**config.mk**
```make
export PLATFORM = sky130hd
export DESIGN_NAME = xc_rf_wb_seq
export DESIGN_NICKNAME = d
export VERILOG_FILES = /design/src/rtl/xc_rf_wb_seq.sv
export SDC_FILE = /design/constraint.sdc
export NUM_CORES = 1
export LEC_CHECK = 0
export CORE_UTILIZATION = 50
export CTS_CLUSTER_DIAMETER = 50
export CTS_CLUSTER_SIZE = 28
export DETAILED_ROUTE_END_ITERATION = 8
export PLACE_DENSITY = 0.74
export SKIP_LAST_GASP = 1
export SYNTH_ARGS = -nofsm -noshare
export SYNTH_HDL_FRONTEND = slang
export SYNTH_SLANG_ARGS = --single-unit
export TNS_END_PERCENT = 20
```
**constraint.sdc**
```tcl
create_clock -name clock -period 5.09 [get_ports clock]
set_clock_uncertainty 0.05 [all_clocks]
set_input_delay 1.018 -clock clock [delete_from_list [all_inputs] [get_ports clock]]
set_output_delay 1.018 -clock clock [all_outputs]
set_load 0.01 [all_outputs]
```
**src/rtl/xc_rf_wb_seq.sv**
```systemverilog
// Writeback sequencer for the 3R/1W GPR file: buffers execute results, splits
// 64-bit results into even/odd pair writes, and flags RAW hazards to issue.
module xc_rf_wb_seq #(
  parameter int unsigned DEPTH = 2
) (
  input  logic        clock,
  input  logic        reset,
  input  logic        wb_valid,
  output logic        wb_ready,
  input  logic [4:0]  wb_rd,
  input  logic        wb_wide,
  input  logic [31:0] wb_wdata_lo,
  input  logic [31:0] wb_wdata_hi,
  output logic        rd_wen,
  output logic [4:0]  rd_addr,
  output logic [31:0] rd_wdata,
  input  logic [4:0]  rs1_addr,
  input  logic [4:0]  rs2_addr,
  input  logic [4:0]  rs3_addr,
  output logic        rs1_pending,
  output logic        rs2_pending,
  output logic        rs3_pending,
  output logic        idle
);

  localparam int unsigned PTR_W = $clog2(DEPTH);
  localparam int unsigned CNT_W = PTR_W + 1;

  typedef struct packed {
    logic [4:0]  rd;
    logic        wide;
    logic [31:0] lo;
    logic [31:0] hi;
  } entry_t;

  typedef enum logic [1:0] {ST_IDLE, ST_LO, ST_HI} state_e;

  entry_t           mem_q [DEPTH];
  logic [PTR_W-1:0] wr_ptr_q, rd_ptr_q;
  logic [CNT_W-1:0] count_q, count_d;
  state_e           state_q, state_d;
  logic [3:0]       cur_pair_q, cur_pair_d;
  logic             cur_wide_q, cur_wide_d;
  logic [31:0]      cur_hi_q, cur_hi_d;
  logic             rd_wen_q, rd_wen_d;
  logic [4:0]       rd_addr_q, rd_addr_d;
  logic [31:0]      rd_wdata_q, rd_wdata_d;
  logic             push, pop;
  entry_t           head, in_entry, scan;
  logic [4:0]       rs_addr [3];
  logic [2:0]       pend;

  assign wb_ready = (count_q < CNT_W'(DEPTH));
  assign push     = wb_valid && wb_ready;
  assign head     = mem_q[rd_ptr_q];
  assign in_entry = '{rd: wb_rd, wide: wb_wide, lo: wb_wdata_lo, hi: wb_wdata_hi};

  // Port sequencing: finish a wide pair before popping the next entry.
  always_comb begin
    state_d    = state_q;
    cur_pair_d = cur_pair_q;
    cur_wide_d = cur_wide_q;
    cur_hi_d   = cur_hi_q;
    rd_addr_d  = rd_addr_q;
    rd_wdata_d = rd_wdata_q;
    pop        = 1'b0;
    if (state_q == ST_LO && cur_wide_q) begin
      state_d    = ST_HI;
      rd_addr_d  = {cur_pair_q, 1'b1};
      rd_wdata_d = cur_hi_q;
    end else if (count_q != '0) begin
      pop        = 1'b1;
      state_d    = ST_LO;
      cur_pair_d = head.rd[4:1];
      cur_wide_d = head.wide;
      cur_hi_d   = head.hi;
      rd_addr_d  = head.wide ? {head.rd[4:1], 1'b0} : head.rd;
      rd_wdata_d = head.lo;
    end else begin
      state_d = ST_IDLE;
    end
    rd_wen_d = (state_d != ST_IDLE) && (rd_addr_d != 5'd0);
    count_d  = count_q + CNT_W'(push) - CNT_W'(pop);
  end

  always_ff @(posedge clock or posedge reset) begin
    if (reset) begin
      state_q    <= ST_IDLE;
      cur_pair_q <= '0;
      cur_wide_q <= 1'b0;
      cur_hi_q   <= '0;
      rd_wen_q   <= 1'b0;
      rd_addr_q  <= '0;
      rd_wdata_q <= '0;
      count_q    <= '0;
      wr_ptr_q   <= '0;
      rd_ptr_q   <= '0;
    end else begin
      state_q    <= state_d;
      cur_pair_q <= cur_pair_d;
      cur_wide_q <= cur_wide_d;
      cur_hi_q   <= cur_hi_d;
      rd_wen_q   <= rd_wen_d;
      rd_addr_q  <= rd_addr_d;
      rd_wdata_q <= rd_wdata_d;
      count_q    <= count_d;
      if (push) wr_ptr_q <= wr_ptr_q + PTR_W'(1);
      if (pop)  rd_ptr_q <= rd_ptr_q + PTR_W'(1);
    end
  end

  // Storage needs no reset; validity is tracked by count and pointers.
  always_ff @(posedge clock) begin
    if (push) mem_q[wr_ptr_q] <= in_entry;
  end

  assign rs_addr[0] = rs1_addr;
  assign rs_addr[1] = rs2_addr;
  assign rs_addr[2] = rs3_addr;

  // Hazard scan: current port entry plus every valid queued entry.
  always_comb begin
    pend = '0;
    scan = '0;
    for (int k = 0; k < 3; k++) begin
      if (state_q != ST_IDLE &&
          (rs_addr[k] == rd_addr_q ||
           (state_q == ST_LO && cur_wide_q && rs_addr[k][4:1] == cur_pair_q)))
        pend[k] = 1'b1;
      for (int i = 0; i < int'(DEPTH); i++) begin
        scan = mem_q[rd_ptr_q + PTR_W'(i)];
        if (CNT_W'(i) < count_q &&
            (scan.wide ? (scan.rd[4:1] == rs_addr[k][4:1]) : (scan.rd == rs_addr[k])))
          pend[k] = 1'b1;
      end
      if (rs_addr[k] == 5'd0) pend[k] = 1'b0;
    end
  end

  assign rs1_pending = pend[0];
  assign rs2_pending = pend[1];
  assign rs3_pending = pend[2];
  assign rd_wen      = rd_wen_q;
  assign rd_addr     = rd_addr_q;
  assign rd_wdata    = rd_wdata_q;
  assign idle        = (count_q == '0) && (state_q == ST_IDLE);

endmodule

```
==> flow_summary.rst <==
.. list-table::
   :header-rows: 1

   * - Metric
     - Value
   * - Result of the run
     - complete, no violations
   * - Number of top-level pins
     - 131
   * - Least-Margin Pin Slew
     - 1015 ps
   * - Max-cap violations
     - 0
   * - Sinks on the clock net
     - 221
   * - GRT Total Usage
     - 0.2052
   * - Share of Yosys cell area claimed by the top area cell type
     - 0.4591
   * - Cell accounting for the most synthesized area
     - sky130_fd_sc_hd__edfxtp_1
   * - Post-placement cell area
     - about 11000 µm²
   * - Post-route antenna net violation count
     - 0
   * - H-tree depth reported by CTS
     - 1
   * - Largest driver fanout on the critical path
     - 37
   * - TritonCTS clock tree
     - built
   * - Clk_lat worst skew
     - 490 ps
   * - TritonCTS Buffers
     - 18
   * - Crit path setup slack, layout
     - 794.1 ps
   * - Critical Setup Path Class
     - flip-flop to output port
   * - Cell count of the worst reg-to-reg path
     - 5
   * - Synth Area in Adders
     - 0.002733
   * - Antenna violations before repair
     - 0
   * - Highest clock frequency the design can meet
     - between 200 and 250 MHz
   * - Number of hold violations in the final report
     - 0
   * - Class of the tightest hold or removal check
     - flip-flop to flip-flop
   * - Number of warnings printed during yosys synthesis
     - 0
   * - Tmin final
     - 4296 ps
   * - Worst hold endpoint
     - rd_wdata[13]
   * - Highest ir drop seen on vdd
     - about 0.00034 V
   * - Post-CTS resize count
     - 0
   * - Critical path endpoint category
     - output port
   * - Post-synthesis share of cell area spent on and, or, nand and nor gates
     - 0.07419
   * - Final number of max-transition violations
     - 0
   * - Post-synthesis sequential area ratio
     - 0.6804
   * - Number of I/O port buffers
     - 130
   * - Die height
     - 137.3 µm
   * - Ratio of routed vias to standard cells
     - 5.354
   * - Clock transition at the registers of the reported paths
     - 80 ps
   * - Post-route clock period utilization
     - 0.8440
   * - Pin count of the biggest net entering global routing
     - between 70 and 80
   * - Slew margin rel.
     - 0.3231
   * - Placement-stage worst setup slack
     - roughly 840 ps
   * - Number of cells on the worst hold path
     - 2
   * - Post-synth top flop
     - sky130_fd_sc_hd__edfxtp_1
   * - Share of post-route cells with drive strength above 1
     - 0.05861
   * - Hold Worst Slack
     - 432.0 ps
   * - Final HPWL from detailed placement
     - 12190 µm
   * - Critical Path Source Type
     - flip-flop
   * - DRC violation count after routing
     - 0
   * - Finished layout cell area
     - 11210 µm²
   * - DRC violation total after the first TritonRoute iteration
     - between 200 and 300
   * - Multiplexer fraction of the synthesized cell area
     - 0.08321
   * - Distinct cells, synth
     - 30
   * - Cells after Synth
     - 704
   * - Wirelength per Cell
     - ~18 µm
   * - Area Overhead vs Synth
     - 22.38%
   * - Final total negative setup slack
     - 0 ps
   * - Overflow after GRT
     - 0
   * - Wire length of the first global-routing pass
     - 29310 µm
   * - Via count of the first global-routing pass
     - 5719
   * - Starting utilization of the core area
     - 0.5098
   * - Fraction of registers with async set/reset
     - 0.3665
   * - FF-to-FF End
     - rd_wdata[5]
   * - Setup repair after global routing missed its margin
     - no
   * - Combinational family with the most area after synthesis
     - multiplexers
   * - Number of post-CTS setup repair buffers
     - 0
   * - Final layout net count
     - 897
   * - Data arrival time of the critical path
     - 3230 ps
   * - Horizontal extent of the die
     - about 140 µm
   * - Clock Path Buffers
     - 3
   * - Compound-Gate Fraction of Synth Area
     - 0.07214
   * - RR Startpoint
     - rd_ptr_q
   * - Area of the mapped netlist
     - 9158 µm²
   * - Die outline area
     - 18860 µm²
   * - Vias post-DR
     - around 5600
   * - Power per Cell Area
     - 594.7 nW/µm²
   * - Pre-Repair DR Iteration Count
     - 4
   * - Std cell rows
     - 49
   * - Gp weighted congestion
     - 0.8869
   * - Post-CTS Hold Buffers
     - 0
   * - Area of the core
     - 17960 µm²
   * - Post-Syn Nets
     - a little under 800
   * - Static leakage power
     - 4.165 nW
   * - Count of filler cells inserted in the layout
     - 1373
   * - Final Util
     - 0.6239
   * - Xor and xnor fraction of the mapped netlist area
     - 0.05930
   * - Final setup vio count
     - 0
   * - Total detailed-routing wirelength
     - 18660 µm
   * - Diodes inserted
     - 0
   * - Syn avg cell area
     - between 10 and 15 µm²
   * - Post-synth EDFFs
     - 140
   * - Required time of the critical path
     - between 4000 and 5000 ps
   * - Slack of the worst reg-to-reg path
     - approximately 2600 ps
   * - Number of synthesized register bits
     - around 220
   * - Top cells by area, synth
     - sky130_fd_sc_hd__edfxtp_1 (46%), sky130_fd_sc_hd__dfrtp_1 (22%), sky130_fd_sc_hd__mux2i_1 (7.4%)
   * - Clock tree root driver cell
     - sky130_fd_sc_hd__clkbuf_16
   * - Worst Min Path Start
     - cur_hi_q[13]
## cell usage after synthesis (3+ instances only)
library cell,n
sky130_fd_sc_hd__edfxtp_1,140
sky130_fd_sc_hd__nand2_1,83
sky130_fd_sc_hd__dfrtp_1,81
sky130_fd_sc_hd__o21ai_0,76
sky130_fd_sc_hd__mux2i_1,68
sky130_fd_sc_hd__xnor2_1,54
sky130_fd_sc_hd__nor2_1,49
sky130_fd_sc_hd__a21oi_1,37
sky130_fd_sc_hd__clkbuf_1,31
sky130_fd_sc_hd__buf_2,16
sky130_fd_sc_hd__nand4_1,9
sky130_fd_sc_hd__nor3_1,8
sky130_fd_sc_hd__xor2_1,8
sky130_fd_sc_hd__inv_1,7
sky130_fd_sc_hd__nand3_1,6
sky130_fd_sc_hd__nor4_1,4
sky130_fd_sc_hd__o32a_1,4
sky130_fd_sc_hd__buf_1,3
sky130_fd_sc_hd__mux2i_4,3
sky130_fd_sc_hd__o221ai_1,3
## kinds of logic (layout without fill, tap and decap cells)
family                   count (synthesis)  count (layout)
flip-flops                             221             221
AND/OR/NAND/NOR                        164             164
AO/OA/AOI/OAI                          124             124
multiplexers                            72              72
XOR/XNOR                                62              62
buffers and inverters                   59             174
adder cells (fa/ha/maj)                  2               2
## how the worst max path moves through the flow
stage,startpoint,to,slack (ps),cells past startpoint
floorplan,wb_valid,mem_q[0][0],500,2
detailed placement,rs2_addr[0],rs2_pending,840,7
global route,rd_ptr_q,rs2_pending,650,6
finish,rd_ptr_q,rs2_pending,790,6
CTS,rd_ptr_q,rs2_pending,730,5
global placement,rs2_addr[0],rs2_pending,890,7
## metrics by stage
stage | power, mW | cells
5_1_grt | 7.094 | 1048
4_1_cts | 6.750 | 1048
2_1_floorplan | 4.448 | 704
3_5_place_dp | 5.307 | 1016
3_3_place_gp | 5.205 | 1016
6_report | 6.665 | 1048
## sequential cells by signal, indices dropped and copies added, names as in the netlist, 2 cells and up
register,cells
cur_hi_q,32
mem_q,140
state_q,2
rd_wdata,32
cur_pair_q,4
rd_addr,5
count_q,2
## routing by layer
metal / wire (µm) / GRT usage / up-vias
met2: 9322 / 0.3645 / 144
li1: - / - / 2702
met1: 7873 / 0.2525 / 2734
met4: 454 / 0.06349 / 0
met3: 1009 / 0.03937 / 31
met5: 0 / 0 / -
## power by group
group	internal (mW)	switching [mW]	leakage (nW)
Combinational	1.04	1.28	1.60
Clock	0.765	0.666	0.302
Sequential	2.51	0.411	2.26
Total	4.31	2.36	4.16
## critical path, stage by stage (launching register included)
cell                              delay, ps
sky130_fd_sc_hd__dfrtp_4                840
sky130_fd_sc_hd__mux2i_4                470
sky130_fd_sc_hd__xnor2_1                110
sky130_fd_sc_hd__a211o_1                270
sky130_fd_sc_hd__or4_1                  400
sky130_fd_sc_hd__nand3_1                100
sky130_fd_sc_hd__clkdlybuf4s50_1        540
## layout make-up
cell class                 instances  area (µm²)  share of cell area
tap                              229       286.5             0.02557
timing repair buffer             135        1339              0.1195
clock inverter                    13       151.4             0.01351
multi-input combinational        424        2693              0.2403
inverter                           7       27.53            0.002456
clock buffer                      19       475.5             0.04242
sequential                       221        6235              0.5563
## cells in the final DEF, fill, tap and decap left out, types with 4 or more instances in the layout
master	netlist	layout
sky130_fd_sc_hd__a21oi_1	37	37
sky130_fd_sc_hd__buf_4	0	5
sky130_fd_sc_hd__clkbuf_16	0	19
sky130_fd_sc_hd__clkdlybuf4s50_1	0	130
sky130_fd_sc_hd__dfrtp_1	81	80
sky130_fd_sc_hd__edfxtp_1	140	140
sky130_fd_sc_hd__inv_1	7	5
sky130_fd_sc_hd__mux2i_1	68	68
sky130_fd_sc_hd__nand2_1	83	82
sky130_fd_sc_hd__nand3_1	6	6
sky130_fd_sc_hd__nand4_1	9	9
sky130_fd_sc_hd__nor2_1	49	47
sky130_fd_sc_hd__nor3_1	8	8
sky130_fd_sc_hd__nor4_1	4	4
sky130_fd_sc_hd__o21ai_0	76	76
sky130_fd_sc_hd__o32a_1	4	4
sky130_fd_sc_hd__xnor2_1	54	54
sky130_fd_sc_hd__xor2_1	8	8
Note: power is estimated with default switching activity, not from simulation.
